`src/rtl/fll_cfg_pkg.sv`:
```
// rtl/fll_cfg_pkg.sv - shared types and constants for the FLL configuration port arbiter
package fll_cfg_pkg;

  typedef enum logic [1:0] {
    ST_IDLE = 2'd0,
    ST_BUSY = 2'd1,
    ST_DONE = 2'd2
  } fll_cfg_state_e;

  localparam logic [1:0] FLL_ADDR_STATUS = 2'd0;
  localparam logic [1:0] FLL_ADDR_CFG1   = 2'd1;
  localparam logic [1:0] FLL_ADDR_CFG2   = 2'd2;
  localparam logic [1:0] FLL_ADDR_INTEG  = 2'd3;

  // Returned to the requester when the FLL never answers.
  localparam logic [31:0] FLL_CFG_ERR_DATA = 32'hBADACCE5;

endpackage

```
`src/rtl/fll_cfg_rr_pick.sv`:
```
// rtl/fll_cfg_rr_pick.sv - combinational round-robin picker
// Returns the first set request at or above ptr_i, wrapping at NUM_REQ.
module fll_cfg_rr_pick #(
  parameter int NUM_REQ = 3,
  parameter int IDX_W   = (NUM_REQ > 1) ? $clog2(NUM_REQ) : 1
) (
  input  logic [NUM_REQ-1:0] req_i,
  input  logic [IDX_W-1:0]   ptr_i,
  output logic [IDX_W-1:0]   grant_o,
  output logic               valid_o
);

  logic [2*NUM_REQ-1:0] rot;
  logic [IDX_W:0]       sum;

  // Rotating a doubled copy puts the pointer's requester at bit 0; scanning
  // downward lets the lowest offset overwrite any higher one.
  always_comb begin
    rot     = {req_i, req_i} >> ptr_i;
    sum     = '0;
    valid_o = 1'b0;
    for (int j = NUM_REQ - 1; j >= 0; j--) begin
      if (rot[j]) begin
        sum     = {1'b0, ptr_i} + (IDX_W+1)'(j);
        valid_o = 1'b1;
      end
    end
    if (sum >= (IDX_W+1)'(NUM_REQ)) begin
      sum = sum - (IDX_W+1)'(NUM_REQ);
    end
    grant_o = sum[IDX_W-1:0];
  end

endmodule

```
`src/rtl/fll_cfg_arbiter.sv`:
```
// rtl/fll_cfg_arbiter.sv - round-robin arbiter sharing one FLL configuration port
// Optional FLL_CFG_TIMEOUT_EN: abort a transaction after TIMEOUT_CYCLES BUSY cycles with err_o.
module fll_cfg_arbiter
  import fll_cfg_pkg::*;
#(
  parameter int NUM_REQ        = 3,
  parameter int TIMEOUT_CYCLES = 1024
) (
  input  logic                    ref_clk_i,
  input  logic                    rstn_i,
  input  logic [NUM_REQ-1:0]      req_i,
  input  logic [NUM_REQ-1:0]      wrn_i,
  input  logic [2*NUM_REQ-1:0]    add_i,
  input  logic [32*NUM_REQ-1:0]   data_i,
  output logic [NUM_REQ-1:0]      ack_o,
  output logic [NUM_REQ-1:0]      err_o,
  output logic [31:0]             r_data_o,
  output logic                    fll_cfg_req_o,
  output logic                    fll_cfg_wrn_o,
  output logic [1:0]              fll_cfg_add_o,
  output logic [31:0]             fll_cfg_data_o,
  input  logic                    fll_cfg_ack_i,
  input  logic [31:0]             fll_cfg_r_data_i
);

  localparam int IDX_W = (NUM_REQ > 1) ? $clog2(NUM_REQ) : 1;

  if (NUM_REQ < 2 || NUM_REQ > 8) begin : g_bad_num_req
    $error("fll_cfg_arbiter: NUM_REQ must be 2..8");
  end
  if (TIMEOUT_CYCLES < 1) begin : g_bad_timeout
    $error("fll_cfg_arbiter: TIMEOUT_CYCLES must be at least 1");
  end

  fll_cfg_state_e   state_q, state_d;
  logic [IDX_W-1:0] ptr_q, ptr_d;
  logic [IDX_W-1:0] grant_q, grant_d;
  logic             wrn_q, wrn_d;
  logic [1:0]       add_q, add_d;
  logic [31:0]      data_q, data_d;
  logic [31:0]      rdata_q, rdata_d;

  logic [IDX_W-1:0] pick_idx;
  logic             pick_valid;
  logic             sel_wrn;
  logic [1:0]       sel_add;
  logic [31:0]      sel_data;

`ifdef FLL_CFG_TIMEOUT_EN
  localparam int CNT_W = (TIMEOUT_CYCLES > 1) ? $clog2(TIMEOUT_CYCLES) : 1;
  logic [CNT_W-1:0] cnt_q, cnt_d;
  logic             err_q, err_d;
`endif

  fll_cfg_rr_pick #(
    .NUM_REQ (NUM_REQ),
    .IDX_W   (IDX_W)
  ) u_pick (
    .req_i   (req_i),
    .ptr_i   (ptr_q),
    .grant_o (pick_idx),
    .valid_o (pick_valid)
  );

  always_comb begin
    sel_wrn  = 1'b0;
    sel_add  = '0;
    sel_data = '0;
    for (int k = 0; k < NUM_REQ; k++) begin
      if (pick_idx == IDX_W'(k)) begin
        sel_wrn  = wrn_i[k];
        sel_add  = add_i[2*k +: 2];
        sel_data = data_i[32*k +: 32];
      end
    end
  end

  always_comb begin
    state_d = state_q;
    ptr_d   = ptr_q;
    grant_d = grant_q;
    wrn_d   = wrn_q;
    add_d   = add_q;
    data_d  = data_q;
    rdata_d = rdata_q;
`ifdef FLL_CFG_TIMEOUT_EN
    cnt_d   = cnt_q;
    err_d   = err_q;
`endif
    unique case (state_q)
      ST_IDLE: begin
        if (pick_valid) begin
          grant_d = pick_idx;
          wrn_d   = sel_wrn;
          add_d   = sel_add;
          data_d  = sel_data;
          state_d = ST_BUSY;
`ifdef FLL_CFG_TIMEOUT_EN
          cnt_d   = '0;
          err_d   = 1'b0;
`endif
        end
      end
      ST_BUSY: begin
        // An ack coinciding with expiry takes priority over the timeout.
        if (fll_cfg_ack_i) begin
          rdata_d = fll_cfg_r_data_i;
          state_d = ST_DONE;
        end
`ifdef FLL_CFG_TIMEOUT_EN
        else if (cnt_q == CNT_W'(TIMEOUT_CYCLES - 1)) begin
          rdata_d = FLL_CFG_ERR_DATA;
          err_d   = 1'b1;
          state_d = ST_DONE;
        end else begin
          cnt_d = cnt_q + 1'b1;
        end
`endif
      end
      ST_DONE: begin
        ptr_d   = (grant_q == IDX_W'(NUM_REQ - 1)) ? '0 : grant_q + 1'b1;
        state_d = ST_IDLE;
      end
      default: state_d = ST_IDLE;
    endcase
  end

  always_ff @(posedge ref_clk_i or negedge rstn_i) begin
    if (!rstn_i) begin
      state_q <= ST_IDLE;
      ptr_q   <= '0;
      grant_q <= '0;
      wrn_q   <= 1'b0;
      add_q   <= '0;
      data_q  <= '0;
      rdata_q <= '0;
`ifdef FLL_CFG_TIMEOUT_EN
      cnt_q   <= '0;
      err_q   <= 1'b0;
`endif
    end else begin
      state_q <= state_d;
      ptr_q   <= ptr_d;
      grant_q <= grant_d;
      wrn_q   <= wrn_d;
      add_q   <= add_d;
      data_q  <= data_d;
      rdata_q <= rdata_d;
`ifdef FLL_CFG_TIMEOUT_EN
      cnt_q   <= cnt_d;
      err_q   <= err_d;
`endif
    end
  end

  // Request follows the state register, so an asynchronous reset drops it at once.
  assign fll_cfg_req_o  = (state_q == ST_BUSY);
  assign fll_cfg_wrn_o  = wrn_q;
  assign fll_cfg_add_o  = add_q;
  assign fll_cfg_data_o = data_q;
  assign r_data_o       = rdata_q;

  always_comb begin
    ack_o = '0;
    err_o = '0;
    for (int k = 0; k < NUM_REQ; k++) begin
      if (state_q == ST_DONE && grant_q == IDX_W'(k)) begin
        ack_o[k] = 1'b1;
`ifdef FLL_CFG_TIMEOUT_EN
        err_o[k] = err_q;
`endif
      end
    end
  end

endmodule

```
`config.mk`:
```
export PLATFORM = sky130hd
export DESIGN_NAME = fll_cfg_arbiter
export DESIGN_NICKNAME = d
export VERILOG_FILES = /design/src/rtl/fll_cfg_pkg.sv /design/src/rtl/fll_cfg_rr_pick.sv /design/src/rtl/fll_cfg_arbiter.sv
export SDC_FILE = /design/constraint.sdc
export NUM_CORES = 1
export LEC_CHECK = 0
export ABC_AREA = 1
export CAP_MARGIN = 20
export CORE_ASPECT_RATIO = 0.9
export CORE_MARGIN = 8
export CORE_UTILIZATION = 42
export DETAILED_ROUTE_END_ITERATION = 12
export MAX_ROUTING_LAYER = met4
export PLACE_DENSITY = 0.86
export RECOVER_POWER = 25
export SYNTH_ARGS = -nofsm -noshare
export SYNTH_HDL_FRONTEND = slang
export SYNTH_HIERARCHICAL = 1
export SYNTH_SLANG_ARGS = --single-unit
```
`constraint.sdc`:
```
create_clock -name ref_clk_i -period 6.4 [get_ports ref_clk_i]
set_input_delay 0.96 -clock ref_clk_i [delete_from_list [all_inputs] [get_ports ref_clk_i]]
set_output_delay 0.96 -clock ref_clk_i [all_outputs]
set_load 0.005 [all_outputs]
```
# Yosys cells after proc, flatten, opt, wreduce, memory -nomap -nowiden

Cells that the tools add are included.
W data, S select, Z words.

Add/sub/neg operators: 4
Multipliers: 0
Divide/modulo/power cells: 0
Magnitude comparators: 1
Equal/unequal tests: 8
Shift operators: 1
Mux-type cells: 23
Bitwise gates (word level): 0
Reduce and logical (&&, ||, !) cells: 9

Operators with widths:

| operator              | number |
|---|---|
| $mux W32              | 3 |
| $mux W2               | 7 |
| $mux W1               | 9 |
| $mux W3               | 3 |
| $eq A2 B1 Y1 const B  | 3 |
| $eq A2 B2 Y1 const B  | 3 |
| $logic_not A2 Y1      | 3 |
| $reduce_and A2 Y1     | 3 |
| $shr A6 B2 Y3         | 1 |
| $pmux W2 S2           | 1 |
| $add A2 B1 Y3 const B | 1 |
| $add A2 B2 Y3 const B | 1 |
| $ge A3 B2 Y1 const B  | 1 |
| $logic_and A1 B1 Y1   | 3 |
| $add A2 B1 Y2 const B | 1 |
| $ne A2 B1 Y1 const B  | 1 |
| $ne A2 B2 Y1 const B  | 1 |
| $sub A2 B2 Y2 const B | 1 |

Bits in registers: 73
Latch bits: 0
RAM bits: 0
Memory bits (read-only): 0
Bits of input ports: 143
Output and inout port bits: 74
Memories kept: 0

# Longest topological paths before layout

Gate-level depths: netlist of the first run.

Word-level depth: 10
Gate-level depth with buffers: 20
Depth with buffers taken out: 18

# Hierarchy

Netlist of the first run, hierarchy kept.

By module, submodules not included:

| module          | instances | cells each | area each (µm²) | sequential area each (µm²) |
|---|---|---|---|---|
| fll_cfg_arbiter | 1         | 475        | 3626.0          | 1826.8 |
| fll_cfg_rr_pick | 1         | 46         | 232.7           | 0.0 |

# Worst setup path before layout of the first run

Ideal clock, no wire load.

Path kind: input-to-reg
From: in req_i[0]
To: reg add_q[1] (netlist: fll_cfg_add_o[1])
Arrival: 2653 ps
Data required time: 6283 ps
Path slack: 3630 ps
Stages on the path: 19
Path buffers: 2
Cell sequence: inv_1 > nand2_1 > nand3_1 > nand2_2 > nor2_2 > nand2_1 > nand3_2 > inv_1 > ha_1 > nor2_1 > nand2_1 > a21oi_2 > buf_6 > inv_2 > buf_6 > nand3_1 > nand3_1 > nand2_1 > nand2_1

Cells in the longest elaborated chain, start to end: 10
Elaborated cells on any way between the ends: 17
Classes of those cells: 1 x add/sub; 1 x order compare; 2 x eq/ne; 1 x shift; 10 x mux; 2 x reduce/logical

RTL lines:

| item                                          | line                                         | source |
|---|---|---|
| start, declared                               | fll_cfg_arbiter.sv:11                        | `input logic [NUM_REQ-1:0] req_i,` |
| $shr A6 B2 Y3 (*)                             | fll_cfg_rr_pick.sv:19                        | `rot = {req_i, req_i} >> ptr_i;` |
| $mux W3 (2 in a row)                          | fll_cfg_rr_pick.sv:23                        | `if (rot[j]) begin` |
| $mux W3 (*)                                   | fll_cfg_rr_pick.sv:23                        |  |
| $ge A3 B2 Y1 or $sub A2 B2 Y2 (tied branches) | fll_cfg_rr_pick.sv:28, fll_cfg_rr_pick.sv:29 |  |
| $mux W2 (*)                                   | fll_cfg_rr_pick.sv:28                        | `if (sum >= (IDX_W+1)'(NUM_REQ)) begin` |
| named net pick_idx[1]                         | fll_cfg_arbiter.sv:43                        | `logic [IDX_W-1:0] pick_idx;` |
| $logic_not A2 Y1                              | fll_cfg_arbiter.sv:70                        | `if (pick_idx == IDX_W'(k)) begin` |
| $mux W2 (2 in a row)                          | fll_cfg_arbiter.sv:70                        |  |
| $mux W2 (*)                                   | fll_cfg_arbiter.sv:70                        |  |
| end signal, assigned                          | fll_cfg_arbiter.sv:134                       | `add_q <= '0;` |
| end signal, assigned                          | fll_cfg_arbiter.sv:146                       | `add_q <= add_d;` |
| end, declared                                 | fll_cfg_arbiter.sv:39                        | `logic [1:0] add_q, add_d;` |

Mark *: on every way through the listed nets, which the timed path passes. The rest lies on a longest branch.
A chain may end at the register's enable or synchronous reset.

==> results of run 1 <==
## worst max path at each step
stage	cells after the start	endpoint	start	slack, ns
floorplan	19	fll_cfg_add_o[1]	req_i[0]	3.63
global placement	17	fll_cfg_data_o[27]	req_i[1]	2.23
detailed placement	17	fll_cfg_data_o[30]	req_i[1]	2.10
CTS	17	fll_cfg_data_o[27]	req_i[1]	2.47
global route	1	fll_cfg_data_o[5]	rstn_i	1.39
finish	1	fll_cfg_data_o[7]	rstn_i	2.13
## metrics by stage
| stage | cells | utilization [%] | area, um^2 | hold slack (ns) |
|---|---|---|---|---|
| global placement | 828 | 65.7 | 5940 | 0.462 |
| detailed placement | 828 | 65.7 | 5940 | 0.464 |
| finish | 844 | 68.4 | 6180 | 0.480 |
| CTS | 844 | 68.4 | 6190 | 0.484 |
| floorplan | 523 | - | 3870 | 0.472 |
| global route | 844 | 68.4 | 6180 | 0.503 |
## flip-flops by register name, summed over array words and instances (netlist names)
register        flops
fll_cfg_wrn_o       1
state_q             2
r_data_o           32
fll_cfg_add_o       2
ptr_q               2
grant_q             2
fll_cfg_data_o     32
## power by group
part,total [uW],internal (uW),leakage (uW),switching (uW)
combinational,2590,993,0.00194,1600
clock,440,261,0.000117,179
sequential,816,689,0.000916,127
## logic make-up (layout without fill, tap and decap cells)
kind of cell,after synthesis,count (layout),synth area share [%]
fa+ha+maj,2,2,0.648
compound gates,12,12,1.95
other cells,1,3,0.0972
buf+inv,52,251,8.04
flops,73,73,47.3
simple gates,381,381,41.9
## synth_stat cells, drive strengths merged
| cell | number |
|---|---|
| a21oi | 2 |
| buf | 33 |
| conb | 1 |
| dfrtp | 73 |
| ha | 2 |
| inv | 19 |
| nand2 | 258 |
| nand3 | 113 |
| nor2 | 10 |
| o211ai | 1 |
| o21ai | 7 |
| o21bai | 1 |
| o31ai | 1 |
## per-layer routing
| metal | global-route usage (%) | share of wire [%] |
|---|---|---|
| met5 | - | 0 |
| met4 | 7.85 | 1.7 |
| met2 | 36.9 | 49 |
| met1 | 25.9 | 40 |
| met3 | 6.18 | 8.8 |
## area by class of cell
| cell class | instances | area [um^2] | area share [%] |
|---|---|---|---|
| timing repair buffer | 216 | 2150 | 34.7 |
| sequential | 73 | 1830 | 29.5 |
| multi-input combinational | 398 | 1740 | 28.1 |
| tap | 122 | 153 | 2.47 |
| clock buffer | 10 | 128 | 2.06 |
| clock inverter | 6 | 115 | 1.86 |
| inverter | 19 | 76.3 | 1.23 |
## placed cells by master, fill, tap and decap left out, types with 2 or more instances in the layout
cell | Yosys | final
bufinv_16 | 0 | 3
clkdlybuf4s50_1 | 0 | 212
o21ai_0 | 6 | 6
inv_4 | 2 | 2
dfrtp_1 | 73 | 73
ha_1 | 2 | 2
nand2_1 | 254 | 254
nand3_1 | 111 | 111
clkbuf_8 | 0 | 9
buf_4 | 10 | 3
nor2_1 | 7 | 7
nand3_2 | 2 | 2
inv_2 | 5 | 4
nand2_2 | 4 | 4
inv_1 | 12 | 13
clkbuf_1 | 0 | 2
conb_1 | 1 | 3
==> results.cfg, run 1 <==
[run_status]
status = complete, but fails checks
violations = max-capacitance violations, max-slew violations

[routing]
postRouteAntennaNets = 0
wl_per_cell_um = 16.5
first_pass_iters = 5
drtIter0Drc = 276
vias = 4175
drc_errors = 0
drt-vias-per-instance = 4.95
routed_wl_mm = 13.9

[power_and_ir_drop]
p_leak_uw = 0.00297
max-vdd-ir-drop_uv = 578
power_density_nw_per_um2 = 622
finalPower_uw = 3850

[clock_network]
cts_tree = done
cts_num_sinks = 73
cts_resized = 0
cts_setup_buffers = 0
clk_latency_ns = 0.34
ctsHoldBuffers = 0
path_clk_slew_ns = 0.08
cts_buffer_depth = 2
htreeDepth = 3
cts_buffers = 9
cts-root-buf = clkbuf_8

[global_route]
track_usage_pct = 22.4
grt_max_degree = 74
grt_pass1_vias = 4229
gr-total-overflow = 0
grt_first_pass_wirelength_mm = 21.4
antenna_found_initial = 0

[sta]
slew_headroom_pct = -166
worst_slack_ns = 2.13
timing.final.crit_share_pct = 66.8
rsz0062_at_grt = no
hold_violations = 0
fin_skew_ns = 0.0156
final-setup-viol-count = 0
max_clock_freq_mhz = 234
tightest_slew_ns = 3.99
fin_setup_tns_ns = 0
slew_viol_final = 74
fin_crit_ns = 4.27

[synth]
yosysTopAreaCell = dfrtp_1
seq_area_frac_synth_pct = 47.3
netlist.area_leader.share_pct = 47.3
netlist_instances = 521
synth-seq-cells = 73
synth_area_leaders = dfrtp_1, nand2_1, nand3_1
yosys_warnings = 6
avgSynthCellArea_um2 = 7.41
synthesis.area_um2 = 3860
ys_types = 23

[hold_path]
hp-start = r_data_o[5]
min_to = r_data_o[5]
whs_path_depth = 2
min_path_type = flip-flop to flip-flop

[setup_path]
worst_ep_arrival_time_ns = 3.79
ff2ff_path_depth = 18
crit_path_top_delay_cell = clkbuf_1
r2r-start = ptr_q[0]
cp.buffers_inverters = 1
start_kind = input pin
critPathCaptureType = asynchronous set/reset pin
cp.required_ns = 5.92
critPathMaxStageDelay_ns = 2.74
crit_chain = clkbuf_1
reg2reg_slack_ns = 2.96
worstSetupPathType = input pin to asynchronous set/reset pin
r2r-end = fll_cfg_data_o[30]
crit_path_max_fanout = 73
critPathTopFamily = buffers and inverters

[place]
dp_hpwl_mm = 10.1
gp_congestion = 0.905
numPortBuffers = 213
place_ws_ns = 2.10

[final_layout]
insertedDiodeCount = 0
drive_gt1_share_pct = 4.85
syn_to_final_growth_pct = 60.2
fin_nets = 862
fillers = 736

[die]
die_h_um = 107
pin_count = 217
start_util_pct = 42.7
rows = 33
coreArea_um2 = 9040
chipWidth_um = 117
die-area_um2 = 12500

[run]
maxCapViolations = 1
Power figures use the tool's default switching activity.
==> run 2, diff against run 1 <==
CORE_UTILIZATION = 39   (was 42)
PLACE_DENSITY = 0.8   (was 0.86)
clock period = 4.05 ns   (was 6.4 ns; I/O delays follow)
==> run 2 against run 1 <==
Compared with the run above:
- the run still ends with max-capacitance violations, max-slew violations left
- count of clock-buffer cells in the layout shrank 1
- total power grew 56%
- routed wire length shrank 0.53%
- hold slack gained 0.0023 ns
- final cell count grew 0.47%
- flip-flop and latch count is the same
- global-route usage shrank 1.4 points
- die area grew 6.6%
- register-to-register slack lost 1.8 ns
- non-clock buffer count is the same
- setup slack lost 1.2 ns
- first-iteration DRC count grew 23%
- largest power group unchanged
==> results.cfg, run 2 (synthesis gave the netlist of run 1 again) <==
[run_status]
status = complete, but fails checks
violations = max-capacitance violations, max-slew violations

[setup_path]
crit_chain = clkdlybuf4s50_1 -> nand2_1 -> nand3_1 -> nand2_2 -> nor2_2 -> nand2_1 -> nand3_2 -> inv_1 -> ha_1 -> o21bai_1 -> nor2_1 -> a21oi_4 -> inv_2 -> nand3_1 -> nand3_1 -> nand2_1 -> nand2_1
cp.buffers_inverters = 3
r2r-start = ptr_q[0]
crit_path_max_fanout = 36
critPathTopFamily = simple AND/OR/NAND/NOR gates
critPathMaxStageDelay_ns = 0.50
worst_ep_arrival_time_ns = 3.37
path_common_cell = nand2_1
start_kind = input pin
r2r-end = fll_cfg_data_o[5]
cp.required_ns = 4.34
worstSetupPathType = input pin to flip-flop
ff2ff_path_depth = 18
critPathCaptureType = flip-flop
reg2reg_slack_ns = 1.18
crit_path_top_delay_cell = clkdlybuf4s50_1

[final_layout]
drive_gt1_share_pct = 5.12
multi_input_area_um2 = 1740
final-seq-area_um2 = 1830
insertedDiodeCount = 0
final_common_cell = nand2_1
syn_to_final_growth_pct = 60.0
final_cell_mix = nand2_1, clkdlybuf4s50_1, nand3_1, dfrtp_1, inv_1
fillers = 835
fin_nets = 862
stdcell_area_um2 = 6170

[global_route]
grt_max_degree = 74
track_usage_pct = 21.1
gr-total-overflow = 0
grt_pass1_vias = 4392
antenna_found_initial = 0
grt_first_pass_wirelength_mm = 21.4

[routing]
postRouteAntennaNets = 0
drc_errors = 0
drtIter0Drc = 339
drt-vias-per-instance = 4.89
routed_wl_mm = 13.8
wl_per_cell_um = 16.3
vias = 4144
first_pass_iters = 4

[place]
dp_hpwl_mm = 10.4
numPortBuffers = 213
gp_congestion = 0.905
dpl_cell_area_um2 = 5950

[hold_path]
hp-start = fll_cfg_data_o[22]
min_path_type = flip-flop to flip-flop
min_to = fll_cfg_data_o[22]
whs_path_depth = 2

[clock_network]
ctsHoldBuffers = 0
cts-root-buf = clkbuf_8
cts_buffers = 9
cts_buffer_depth = 2
clk_latency_ns = 0.35
cts_resized = 0
path_clk_slew_ns = 0.08
cts_setup_buffers = 0
htreeDepth = 3
cts_tree = done
cts_num_sinks = 73

[die]
start_util_pct = 40.0
coreArea_um2 = 9660
pin_count = 217
die_h_um = 110
chipWidth_um = 121
rows = 34
die-area_um2 = 13300

[sta]
hold_violations = 0
max_clock_freq_mhz = 325
tightest_slew_ns = 1.77
slew_viol_final = 74
fin_skew_ns = 0.0110
timing.final.crit_share_pct = 76.0
holdWs_ns = 0.482
fin_crit_ns = 3.08
rsz0062_at_grt = no
final-setup-viol-count = 0
slew_headroom_pct = -18.1
fin_setup_tns_ns = 0

[power_and_ir_drop]
power_density_nw_per_um2 = 974
p_leak_uw = 0.00297
max-vdd-ir-drop_uv = 887

[run]
maxCapViolations = 1
[run 2: where the power goes]
group | internal [uW] | switching (uW)
sequential | 1090 | 206
clock | 354 | 292
combinational | 1570 | 2500
[run 2: per-layer routing]
layer / global-route usage, % / part of all wire [%] / vias to the layer above
met3: 7.79 / 8.6 / 31
met2: 35.3 / 50 / 177
met5: - / 0 / -
met1: 21.8 / 37 / 1899
li1: - / - / 2037
met4: 10.2 / 3.8 / 0
[run 2: worst max path at each step]
stage / from / slack, ns / cells past startpoint / endpoint
final: req_i[1] / 0.97 / 17 / fll_cfg_data_o[5]
after global routing: req_i[1] / 0.74 / 17 / fll_cfg_data_o[20]
after CTS: req_i[1] / 0.99 / 17 / fll_cfg_data_o[5]
after detailed placement: req_i[1] / 0.67 / 17 / fll_cfg_data_o[5]
after global placement: req_i[1] / 0.79 / 17 / fll_cfg_add_o[1]
after floorplan: req_i[0] / 1.63 / 19 / fll_cfg_add_o[1]
[run 2: per-stage QoR]
step,cells,utilization [%],power [uW],setup slack [ns]
floorplan,523,-,4190,1.63
global placement,832,61.6,5250,0.786
detailed placement,832,61.6,5370,0.671
CTS,848,64.0,6040,0.989
global route,848,63.9,6570,0.739
finish,848,63.9,6010,0.972
[run 2: worst register-to-register path: cells and delay by family (launching register included)]
kind                     cells  cell delay (ns)
flip-flops                   1             0.49
AO/OA/AOI/OAI                2             0.24
adder cells (fa/ha/maj)      1             0.22
buffers and inverters        3             0.63
AND/OR/NAND/NOR             12             1.23
[run 2: area by class of cell]
cell class / count / share of cell area, %
clock buffer: 9 / 2.01
tap: 126 / 2.55
multi-input combinational: 398 / 28.1
sequential: 73 / 29.6
inverter: 19 / 1.24
timing repair buffer: 216 / 34.8
clock inverter: 7 / 1.66
